--- src/rtl/aes_pkg.sv ---
// Shared constants for the AES datapath and its pipeline registers.
package aes_pkg;

   // AES state and key widths.
   localparam int unsigned AES_BLOCK_W    = 128;
   localparam int unsigned AES_KEY_W      = 128;

   // Default number of register stages between round stages.
   localparam int unsigned PIPE_DEPTH_DEF = 2;

endpackage

--- src/rtl/pipe_reg_stage.sv ---
// One elastic pipeline stage: a valid bit plus a WIDTH-bit data register.
// Optional macro PIPE_REG_CHAIN_DATA_RST_EN: rst and flush also clear the data register.
module pipe_reg_stage
   import aes_pkg::*;
#(
   parameter int unsigned WIDTH = AES_BLOCK_W
) (
   input  logic             clk,
   input  logic             rst,
   input  logic             flush,
   input  logic             adv,
   input  logic             load,
   input  logic             src_valid,
   input  logic [WIDTH-1:0] src_data,
   output logic             valid,
   output logic [WIDTH-1:0] data
);

   logic             valid_q;
   logic [WIDTH-1:0] data_q;

   // Valid bit follows its source whenever the stage advances; rst/flush empty it.
   always_ff @(posedge clk) begin
      if (rst || flush) begin
         valid_q <= 1'b0;
      end else if (adv) begin
         valid_q <= src_valid;
      end
   end

`ifdef PIPE_REG_CHAIN_DATA_RST_EN
   // Data captured only on a real load; cleared on rst/flush so no state lingers.
   always_ff @(posedge clk) begin
      if (rst || flush) begin
         data_q <= '0;
      end else if (load) begin
         data_q <= src_data;
      end
   end
`else
   // Data captured only on a real load; bubbles leave it untouched.
   always_ff @(posedge clk) begin
      if (load) begin
         data_q <= src_data;
      end
   end
`endif

   assign valid = valid_q;
   assign data  = data_q;

endmodule

--- src/rtl/pipe_reg_chain.sv ---
// Elastic DEPTH-stage WIDTH-bit register pipeline with valid/ready handshake,
// bubble collapsing and flush. Ready is combinational through the chain; data
// and valid are fully registered, so there is no path from in_* to out_*.
// Optional macro PIPE_REG_CHAIN_DATA_RST_EN: rst and flush also zero all data.
module pipe_reg_chain
   import aes_pkg::*;
#(
   parameter  int unsigned WIDTH = AES_BLOCK_W,
   parameter  int unsigned DEPTH = PIPE_DEPTH_DEF,
   localparam int unsigned CNT_W = $clog2(DEPTH + 1)
) (
   input  logic             clk,
   input  logic             rst,
   input  logic             flush,
   input  logic             in_valid,
   output logic             in_ready,
   input  logic [WIDTH-1:0] in_data,
   output logic             out_valid,
   input  logic             out_ready,
   output logic [WIDTH-1:0] out_data,
   output logic [CNT_W-1:0] occupancy
);

   logic [DEPTH-1:0] v;
   logic [DEPTH-1:0] adv;
   logic [DEPTH-1:0] load;
   logic [DEPTH-1:0] src_valid;
   logic [WIDTH-1:0] src_data [DEPTH];
   logic [WIDTH-1:0] d        [DEPTH];
   logic             tail_full;

   // Stage i advances unless it and every stage downstream of it is full
   // while the sink stalls; unrolled this way to avoid a self-referencing chain.
   always_comb begin
      adv       = '0;
      tail_full = 1'b1;
      for (int i = 0; i < DEPTH; i++) begin
         tail_full = 1'b1;
         for (int j = i; j < DEPTH; j++) begin
            tail_full = tail_full & v[j];
         end
         adv[i] = out_ready | ~tail_full;
      end
   end

   // Occupancy is the population count of the registered valid bits.
   always_comb begin
      occupancy = '0;
      for (int i = 0; i < DEPTH; i++) begin
         occupancy = occupancy + CNT_W'(v[i]);
      end
   end

   for (genvar i = 0; i < DEPTH; i++) begin : g_stage
      if (i == 0) begin : g_head
         assign src_valid[i] = in_valid;
         assign src_data[i]  = in_data;
      end else begin : g_body
         assign src_valid[i] = v[i-1];
         assign src_data[i]  = d[i-1];
      end

      // No transfers at all during rst or flush.
      assign load[i] = adv[i] & src_valid[i] & ~flush & ~rst;

      pipe_reg_stage #(
         .WIDTH(WIDTH)
      ) u_stage (
         .clk      (clk),
         .rst      (rst),
         .flush    (flush),
         .adv      (adv[i]),
         .load     (load[i]),
         .src_valid(src_valid[i]),
         .src_data (src_data[i]),
         .valid    (v[i]),
         .data     (d[i])
      );
   end

   assign in_ready  = adv[0] & ~flush & ~rst;
   assign out_valid = v[DEPTH-1] & ~flush & ~rst;
   assign out_data  = d[DEPTH-1];

endmodule

--- config.mk ---
export PLATFORM = sky130hd
export DESIGN_NAME = pipe_reg_chain
export DESIGN_NICKNAME = d
export VERILOG_FILES = /design/src/rtl/aes_pkg.sv /design/src/rtl/pipe_reg_stage.sv /design/src/rtl/pipe_reg_chain.sv
export SDC_FILE = /design/constraint.sdc
export NUM_CORES = 1
export LEC_CHECK = 0
export CORE_MARGIN = 4
export CORE_UTILIZATION = 48
export CTS_BUF_LIST = sky130_fd_sc_hd__clkbuf_8 sky130_fd_sc_hd__clkbuf_16
export DETAILED_ROUTE_END_ITERATION = 12
export HOLD_SLACK_MARGIN = 0.12
export PLACE_DENSITY = 0.9
export SLEW_MARGIN = 20
export SYNTH_ARGS = -nofsm -noshare
export SYNTH_HDL_FRONTEND = slang
export SYNTH_HIERARCHICAL = 1
export SYNTH_SLANG_ARGS = --single-unit
--- constraint.sdc ---
create_clock -name clk -period 7.91 [get_ports clk]
set_input_delay 1.582 -clock clk [delete_from_list [all_inputs] [get_ports clk]]
set_output_delay 1.582 -clock clk [all_outputs]
set_load 0.01 [all_outputs]
==> flow_summary_export.csv, run 1 <==
group,metric,value,unit
critical_path,path_common_cell,"clkdlybuf4s50_1",
clocking,htree_levels,1,
sta,fmax,0.2216,GHz
route,num_vias,3721,
route,drt-total-wl,15980,um
grt,antenna_found_initial,0,
layout,layout-drive-gt1-share,0.07759,
die,initial_utilization,0.4917,
flow_run,maxCapViolations,0,
sta,period_needed,4.514,ns
placed_design,placed_cell_area,10780,um^2
sta,max_slew_margin,0.3721,
clocking,cts_hold_buf,0,
clocking,clock-sinks,258,
layout,layout_common_cells,"clkdlybuf4s50_1 (264), edfxtp_1 (256), clkbuf_16 (25), clkinv_2 (6)",
synth,synth_seq_cells,258,
clocking,post_cts_resized,0,
grt,groute.usage.overall,0.1664,
sta,fin_tns_setup,0,ns
synth,ys_warn_count,6,
route,wl_met3,1582,um
hold_path,hold_class,"flip-flop to flip-flop",
sta,finalCritPeriodShare,0.5706,
route,drc,0,
power,power_density,236.4,nW/um^2
power,power.leakage,3.831,nW
critical_path,end_kind,"output port",
clocking,post_cts_buffers,0,
clocking,clk_latency,0.50,ns
layout,diodes,0,
critical_path,worstPathCellList,"clkdlybuf4s50_1 > nor2_2 > and2_1 > clkdlybuf4s50_1",
critical_path,worst_path_max_delay_cell,"clkdlybuf4s50_1",
critical_path,worst_setup_path_start_kind,"input port",
route,vias_per_cell,4.675,
synth,syn_area,7839,um^2
synth,ys_seq_area_frac,0.9858,
clocking,cts_made_buffers,24,
run_status,status,"complete, no violations",
clocking,cts_root_buf,"clkbuf_16",
synth,synth.net_count,404,
synth,yosysTopAreaCellShare,0.9807,
sta,setup_viol,0,
sta,hold_slack,0.4142,ns
sta,tightest_slew,0.9418,ns
synth,syn_avg_cell_area,29.03,um^2
critical_path,crit_fanout,4,
placed_design,dp_hpwl,11010,um
route,wl_per_cell,20.08,um
clocking,clk_transition_reported_paths,0.06,ns
placed_design,gp_congestion,0.7328,
layout,final_common_cell,"clkdlybuf4s50_1",
synth,yosys.cell_types.count,9,
critical_path,worstPathRequired,6.33,ns
grt,grt_overflow,0,
grt,grt_pass1_vias,4017,
critical_path,worstSetupPathType,"input port to output port",
sta,rsz0062_at_grt,"false",
clocking,clockBufferDepth,3,
sta,drv_slew,0,
route,drt-pass1-iter-count,4,
route,drt-initial-drc-count,237,
die,fp.dieArea,18440,um^2
die,die_h,135.8,um
grt,grt_pass1_wl,22870,um
sta,finClkSkew,0.007539,ns
sta,hold_viol,0,
power,peakVddDrop,0.0001966,V
layout,syn_to_final_growth,47.01,%
route,wl_met2,8475,um
synth,yosys.area.top_type,"edfxtp_1",
die,core,15940,um^2
placed_design,numPortBuffers,264,
die,rows,46,
route,routed.top_layer,"met4",
clocking,cts_tree,"built",
layout,layout.nets,696,
die,die_w,135.8,um
grt,grt_max_degree,76,
synth,synth_area_leaders,"edfxtp_1 (98%), dfxtp_1 (0.51%), nand2b_4 (0.35%)",
critical_path,slowest_delay,0.54,ns
synth,syn_inst,270,
layout,stdcell_area,11520,um^2
route,wl_met1,5475,um
die,pin_count,265,
critical_path,arrival,2.93,ns
route,ant_nets,0,
power,total_power,2.725,mW
-- power breakdown --
| part | switching [mW] | internal (mW) |
|---|---|---|
| clock | 0.458 | 0.607 |
| combinational | 0.0332 | 0.0695 |
| sequential | 0.0107 | 1.55 |
| total | 0.502 | 2.22 |
-- metrics by stage --
step                      setup WS, ns  utilization  cells
final                            3.396       0.7228    796
after global routing             3.329       0.7228    796
after CTS                        3.388       0.7228    796
after global placement           3.420       0.6760    752
after detailed placement         3.394       0.6760    752
after floorplan                  2.695            -    270
-- flip-flops by register name, indices dropped and copies added (netlist names) --
signal	flops
g_stage.u_stage/data	256
g_stage.u_stage/valid	2
-- logic make-up (layout without fill, tap and decap cells) --
group | count (synthesis) | count (layout) | share of synthesized area
mux | 2 | 2 | 0.002554
fa+ha+maj | 1 | 1 | 0.001596
flops | 258 | 258 | 0.9858
buf+inv | 0 | 310 | 0
simple gates | 9 | 9 | 0.01006
-- synth_stat cells --
| library cell | count |
|---|---|
| nor2_2 | 1 |
| mux2i_1 | 2 |
| nor3_2 | 2 |
| edfxtp_1 | 256 |
| dfxtp_1 | 2 |
| and3_1 | 2 |
| ha_1 | 1 |
| and2_1 | 2 |
| nand2b_4 | 2 |
-- routing by layer --
metal	GRT usage	vias up
li1	-	1682
met1	0.1785	1799
met2	0.3034	202
met3	0.05906	38
met4	0.05879	0
met5	0	-
-- worst paths after layout --
kind / startpoint / end / slack, ns / cells past startpoint
worst max-delay path: rst / in_ready / 3.40 / 4
worst min-delay path: g_stage[0].u_stage/data[92] / g_stage[1].u_stage/data[92] / 0.41 / 0
worst max register to register: g_stage[1].u_stage/valid / g_stage[0].u_stage/data[117] / 5.27 / 4
worst min register to register: g_stage[0].u_stage/data[92] / g_stage[1].u_stage/data[92] / 0.41 / 0
-- area by class of cell --
cell class                      count  area [um^2]
Sequential cell                   258         7727
Timing Repair Buffer              266         2658
Clock buffer                       25        625.6
Fill cell                         948         4419
Tap cell                          216        270.3
Clock inverter                     19        121.4
Multi-Input combinational cell     12        121.4
-- critical path: cells and delay by family --
family | cells | cell delay (ns)
and+or+nand+nor | 2 | 0.34
buffers and inverters | 2 | 1.01
Note: power is estimated with default switching activity, not from simulation.
==> run 2: changes to the inputs <==
--- a/config.mk
+++ b/config.mk
@@ -6,11 +6,11 @@
 export NUM_CORES = 1
 export LEC_CHECK = 0
 export CORE_MARGIN = 4
-export CORE_UTILIZATION = 48
+export CORE_UTILIZATION = 41
 export CTS_BUF_LIST = sky130_fd_sc_hd__clkbuf_8 sky130_fd_sc_hd__clkbuf_16
 export DETAILED_ROUTE_END_ITERATION = 12
 export HOLD_SLACK_MARGIN = 0.12
-export PLACE_DENSITY = 0.9
+export PLACE_DENSITY = 0.82
 export SLEW_MARGIN = 20
 export SYNTH_ARGS = -nofsm -noshare
 export SYNTH_HDL_FRONTEND = slang
==> constraint.sdc (replaced) <==
create_clock -name clk -period 4 [get_ports clk]
set_input_delay 0.8 -clock clk [delete_from_list [all_inputs] [get_ports clk]]
set_output_delay 0.8 -clock clk [all_outputs]
set_load 0.01 [all_outputs]
==> run 2 against run 1 <==
Effect of this change: global-route usage is 2.6 points lower; final cell count is 2.9% higher; worst setup slack worse by 2.4 ns; design area is 0.76% higher.
==> flow_summary_export.csv, run 2 (synthesis gave the netlist of run 1 again) <==
group,metric,value,unit
flow_run,maxCapViolations,0,
die,fp.dieArea,21390,um^2
route,ant_nets,0,
sta,setup_viol,0,
die,die_h,146.3,um
placed_design,place_ws,1.026,ns
power,power_density,467.6,nW/um^2
layout,syn_to_final_growth,48.12,%
route,num_vias,3760,
run_status,status,"complete, no violations",
sta,tightest_slew,0.6873,ns
route,drt-total-wl,15540,um
layout,final_common_cell,"clkdlybuf4s50_1",
critical_path,worstPathRequired,3.20,ns
hold_path,hold_depth,0,
sta,hold_viol,0,
clocking,cts_hold_buf,0,
sta,setup_ws,1.025,ns
placed_design,gp_congestion,0.7389,
route,vias_per_cell,4.591,
route,drt-initial-drc-count,135,
layout,layout.nets,701,
die,die_w,146.3,um
clocking,clock-sinks,258,
die,rows,50,
critical_path,worstSetupPathType,"input port to output port",
grt,grt_pass1_wl,23540,um
critical_path,arrival,2.18,ns
critical_path,crit_fanout,4,
route,wl_per_cell,18.97,um
clocking,clockBufferDepth,3,
sta,fmax,0.3361,GHz
sta,finClkSkew,0.005649,ns
critical_path,worst_setup_path_start_kind,"input port",
grt,groute.usage.overall,0.1409,
critical_path,worst-r2r-cell-count,4,
clocking,cts_tree,"built",
grt,grt_max_degree,129,
critical_path,end_kind,"output port",
sta,finalCritPeriodShare,0.7438,
sta,period_needed,2.975,ns
sta,rsz0062_at_grt,"false",
clocking,clk_transition_reported_paths,0.06,ns
grt,antenna_found_initial,0,
layout,layout-drive-gt1-share,0.08034,
sta,fin_tns_setup,0,ns
clocking,post_cts_resized,0,
route,drc,0,
layout,n_fill_cell,1300,
hold_path,hold_class,"flip-flop to flip-flop",
power,peakVddDrop,0.0003221,V
layout,diodes,0,
clocking,cts_root_buf,"clkbuf_16",
layout,layout_common_cells,"clkdlybuf4s50_1 (264), edfxtp_1 (256), clkbuf_16 (27), clkinv_1 (7), clkinv_2 (6)",
layout,largest_register_ffs,256,
sta,max_slew_margin,0.5418,
sta,drv_slew,0,
die,core,18770,um^2
power,power.leakage,3.867,nW
grt,grt_overflow,0,
clocking,htree_levels,1,
die,initial_utilization,0.4177,
die,pin_count,265,
placed_design,numPortBuffers,264,
clocking,clk_latency,0.50,ns
clocking,cts_made_buffers,27,
placed_design,dp_hpwl,10900,um
clocking,post_cts_buffers,0,
critical_path,regToRegSetupSlack,2.18,ns
grt,grt_pass1_vias,4110,
route,drt-pass1-iter-count,4,
run 2: changes by cell type in the layout (fill, tap and decap cells not counted), sizes merged:
| cell | delta |
|---|---|
| buf | +2 |
| bufinv | -1 |
| clkbuf | +2 |
| clkinv | +4 |
| clkinvlp | -2 |
run 2: per-stage QoR:
step                cell area (um^2)  hold slack [ns]  instances  total power, mW    util
floorplan                       7841           0.4003        270            3.161       -
global placement               10840           0.4001        772            3.333  0.5775
detailed placement             10840           0.4045        772            3.345  0.5775
CTS                            11610           0.4157        819            5.496  0.6187
global route                   11610           0.4207        819            5.651  0.6187
finish                         11610           0.4146        819            5.429  0.6187
run 2: power breakdown:
| group | switching [mW] | leakage (nW) | internal (mW) |
|---|---|---|---|
| clock network | 0.924 | 0.397 | 1.22 |
| registers | 0.0210 | 2.35 | 3.06 |
| logic | 0.0659 | 1.12 | 0.140 |
| total | 1.01 | 3.87 | 4.42 |
run 2: routing by layer:
| layer | up-vias | GRT usage | share of wire |
|---|---|---|---|
| li1 | 1700 | - | - |
| met1 | 1820 | 0.1703 | 0.38 |
| met2 | 203 | 0.2359 | 0.50 |
| met3 | 37 | 0.04935 | 0.089 |
| met4 | 0 | 0.05080 | 0.029 |
| met5 | - | 0 | 0 |
run 2: worst paths after layout:
path                                    start                           end
setup / recovery                          rst                      in_ready
hold / removal    g_stage[0].u_stage/data[31]   g_stage[1].u_stage/data[31]
setup reg to reg     g_stage[1].u_stage/valid  g_stage[0].u_stage/data[109]
hold reg to reg   g_stage[0].u_stage/data[31]   g_stage[1].u_stage/data[31]
run 2: cell type report:
cell class	instances	area, um^2	area share
clock inverter	20	96.34	0.008297
sequential	258	7727	0.6655
timing repair buffer	268	2698	0.2323
tap	234	292.8	0.02522
multi-input combinational	12	121.4	0.01045
clock buffer	27	675.6	0.05819
run 2: worst max-delay path, cell delays in order:
cell and delay (ns):
clkdlybuf4s50_1 0.48, nor2_2 0.20, and2_1 0.16, clkdlybuf4s50_1 0.53
==> run 3: changes to the inputs <==
--- a/config.mk
+++ b/config.mk
@@ -6,11 +6,11 @@
 export NUM_CORES = 1
 export LEC_CHECK = 0
 export CORE_MARGIN = 4
-export CORE_UTILIZATION = 41
+export CORE_UTILIZATION = 45
 export CTS_BUF_LIST = sky130_fd_sc_hd__clkbuf_8 sky130_fd_sc_hd__clkbuf_16
 export DETAILED_ROUTE_END_ITERATION = 12
 export HOLD_SLACK_MARGIN = 0.12
-export PLACE_DENSITY = 0.82
+export PLACE_DENSITY = 0.85
 export SLEW_MARGIN = 20
 export SYNTH_ARGS = -nofsm -noshare
 export SYNTH_HDL_FRONTEND = slang
==> constraint.sdc (replaced) <==
create_clock -name clk -period 3.1 [get_ports clk]
set_input_delay 0.62 -clock clk [delete_from_list [all_inputs] [get_ports clk]]
set_output_delay 0.62 -clock clk [all_outputs]
set_load 0.01 [all_outputs]
==> run 3 against run 2 <==
Effect of this change: sequential share of layout area increased by 0.45 points; largest power group unchanged; critical path depth unchanged; largest cell class unchanged; clock skew increased by 0.0077 ns; combinational power increased by 29%; critical path type unchanged.
==> flow_summary_export.csv, run 3 (synthesis gave the netlist of run 1 again) <==
group,metric,value,unit
clocking,cts_made_buffers,24,
critical_path,cpLargestDelayFamily,"buffers and inverters",
critical_path,regToRegSetupSlack,1.46,ns
placed_design,dp_hpwl,10870,um
layout,stdcell_count,799,
grt,grt_pass1_vias,3900,
clocking,post_cts_resized,0,
placed_design,numPortBuffers,264,
sta,fin_tns_setup,0,ns
critical_path,end_kind,"output port",
layout,diodes,0,
run_status,status,"complete, no violations",
die,pin_count,265,
sta,drv_slew,0,
die,fp.dieArea,19590,um^2
layout,final_common_cell,"clkdlybuf4s50_1",
critical_path,path_buf_inv,2,
power,p_clk_frac,0.377,
power,power_density,590.2,nW/um^2
sta,finalCritPeriodShare,0.8367,
power,total_power,6.807,mW
critical_path,arrival,1.97,ns
power,p_sw_frac,0.1810,
grt,antenna_found_initial,0,
clocking,clk_transition_reported_paths,0.06,ns
flow_run,maxCapViolations,0,
layout,layout.nets,698,
power,peakVddDrop,0.0005824,V
route,vias_per_cell,4.579,
route,drc,0,
route,drt-pass1-iter-count,6,
clocking,post_cts_buffers,0,
power,p_int,5.575,mW
grt,groute.usage.overall,0.1497,
placed_design,dp.cells,758,
sta,tightest_slew,0.5450,ns
layout,utilization,0.6857,
sta,hold_viol,0,
clocking,clockBufferDepth,3,
critical_path,path_common_cell,"clkdlybuf4s50_1",
sta,setup_viol,0,
critical_path,worstPathRequired,2.48,ns
sta,setup_ws,0.5063,ns
power,p_switching,1.232,mW
sta,hold_slack,0.4141,ns
clocking,cts_hold_buf,0,
sta,fmax,0.3855,GHz
clocking,cts_tree,"built",
hold_path,min-delay-start,"g_stage[0].u_stage/data[19]",
grt,grt_pass1_wl,22440,um
route,drt-initial-drc-count,139,
sta,rsz0062_at_grt,"false",
power,power.leakage,3.844,nW
die,initial_utilization,0.4661,
clocking,htree_levels,1,
clocking,clock-sinks,258,
critical_path,worstPathCellList,"clkdlybuf4s50_1 > nor2_2 > and2_1 > clkdlybuf4s50_1",
die,die_w,140.0,um
power,p_comb_frac,0.039,
clocking,clk_latency,0.50,ns
placed_design,placed_cell_area,10830,um^2
clocking,cts_root_buf,"clkbuf_16",
die,core,16820,um^2
die,rows,47,
layout,stdcell_area,11530,um^2
sta,max_slew_margin,0.6366,
power,seq_power_share,0.583,
route,ant_nets,0,
placed_design,place_ws,0.4928,ns
route,drt-total-wl,15280,um
route,num_vias,3659,
critical_path,worstSetupPathType,"input port to output port",
layout,syn_to_final_growth,47.12,%
critical_path,worst_path_max_delay_cell,"clkdlybuf4s50_1",
placed_design,gp_congestion,0.7258,
die,die_h,140.0,um
sta,period_needed,2.594,ns
hold_path,hold_class,"flip-flop to flip-flop",
grt,grt_max_degree,86,
critical_path,worstSetupStartpoint,"rst",
critical_path,crit_fanout,4,
critical_path,slowest_delay,0.55,ns
critical_path,crit-reg2reg-launch,"g_stage[1].u_stage/valid",
route,wl_per_cell,19.13,um
grt,grt_overflow,0,
layout,layout-drive-gt1-share,0.07599,
critical_path,worst_setup_path_start_kind,"input port",
layout,largest_register_ffs,256,
sta,finClkSkew,0.01331,ns
layout,layout_common_cells,"clkdlybuf4s50_1 (264), edfxtp_1 (256), clkbuf_16 (25), clkinv_2 (7), inv_1 (6)",
run 3: cell types whose count changed in the layout (fill, tap and decap cells not counted), sizes merged:
cell,delta
clkbuf,-2
clkinv,-5
inv,+1
run 3: path summary, 6_finish.rpt:
check | end | cells past startpoint
setup / recovery | out_valid | 4
hold reg to reg | g_stage[1].u_stage/data[19] | 0
setup reg to reg | g_stage[0].u_stage/data[124] | 4
hold / removal | g_stage[1].u_stage/data[19] | 0
run 3: routing by layer:
layer,up-vias,GRT usage,wire (um),share of wire
met4,0,0.04080,375,0.025
met1,1742,0.1755,5618,0.37
met3,28,0.05419,1536,0.10
met5,-,0,0,0
li1,1683,-,-,-
met2,206,0.2623,7752,0.51
run 3: final cells by class:
type	count	area [um^2]
Timing Repair Buffer	268	2710
Clock inverter	16	72.57
Tap cell	220	275.3
Fill cell	1064	5286
Multi-Input combinational cell	12	121.4
Sequential cell	258	7727
Clock buffer	25	625.6
run 3: power groups by stage:
stage               clock (mW)  sequential [mW]  combinational [mW]
finish                    2.57             3.97               0.266
global route              2.82             3.98               0.281
CTS                       2.65             3.97               0.270
detailed placement           0             4.05               0.268
global placement             0             4.04               0.260
floorplan                    0             4.05              0.0303
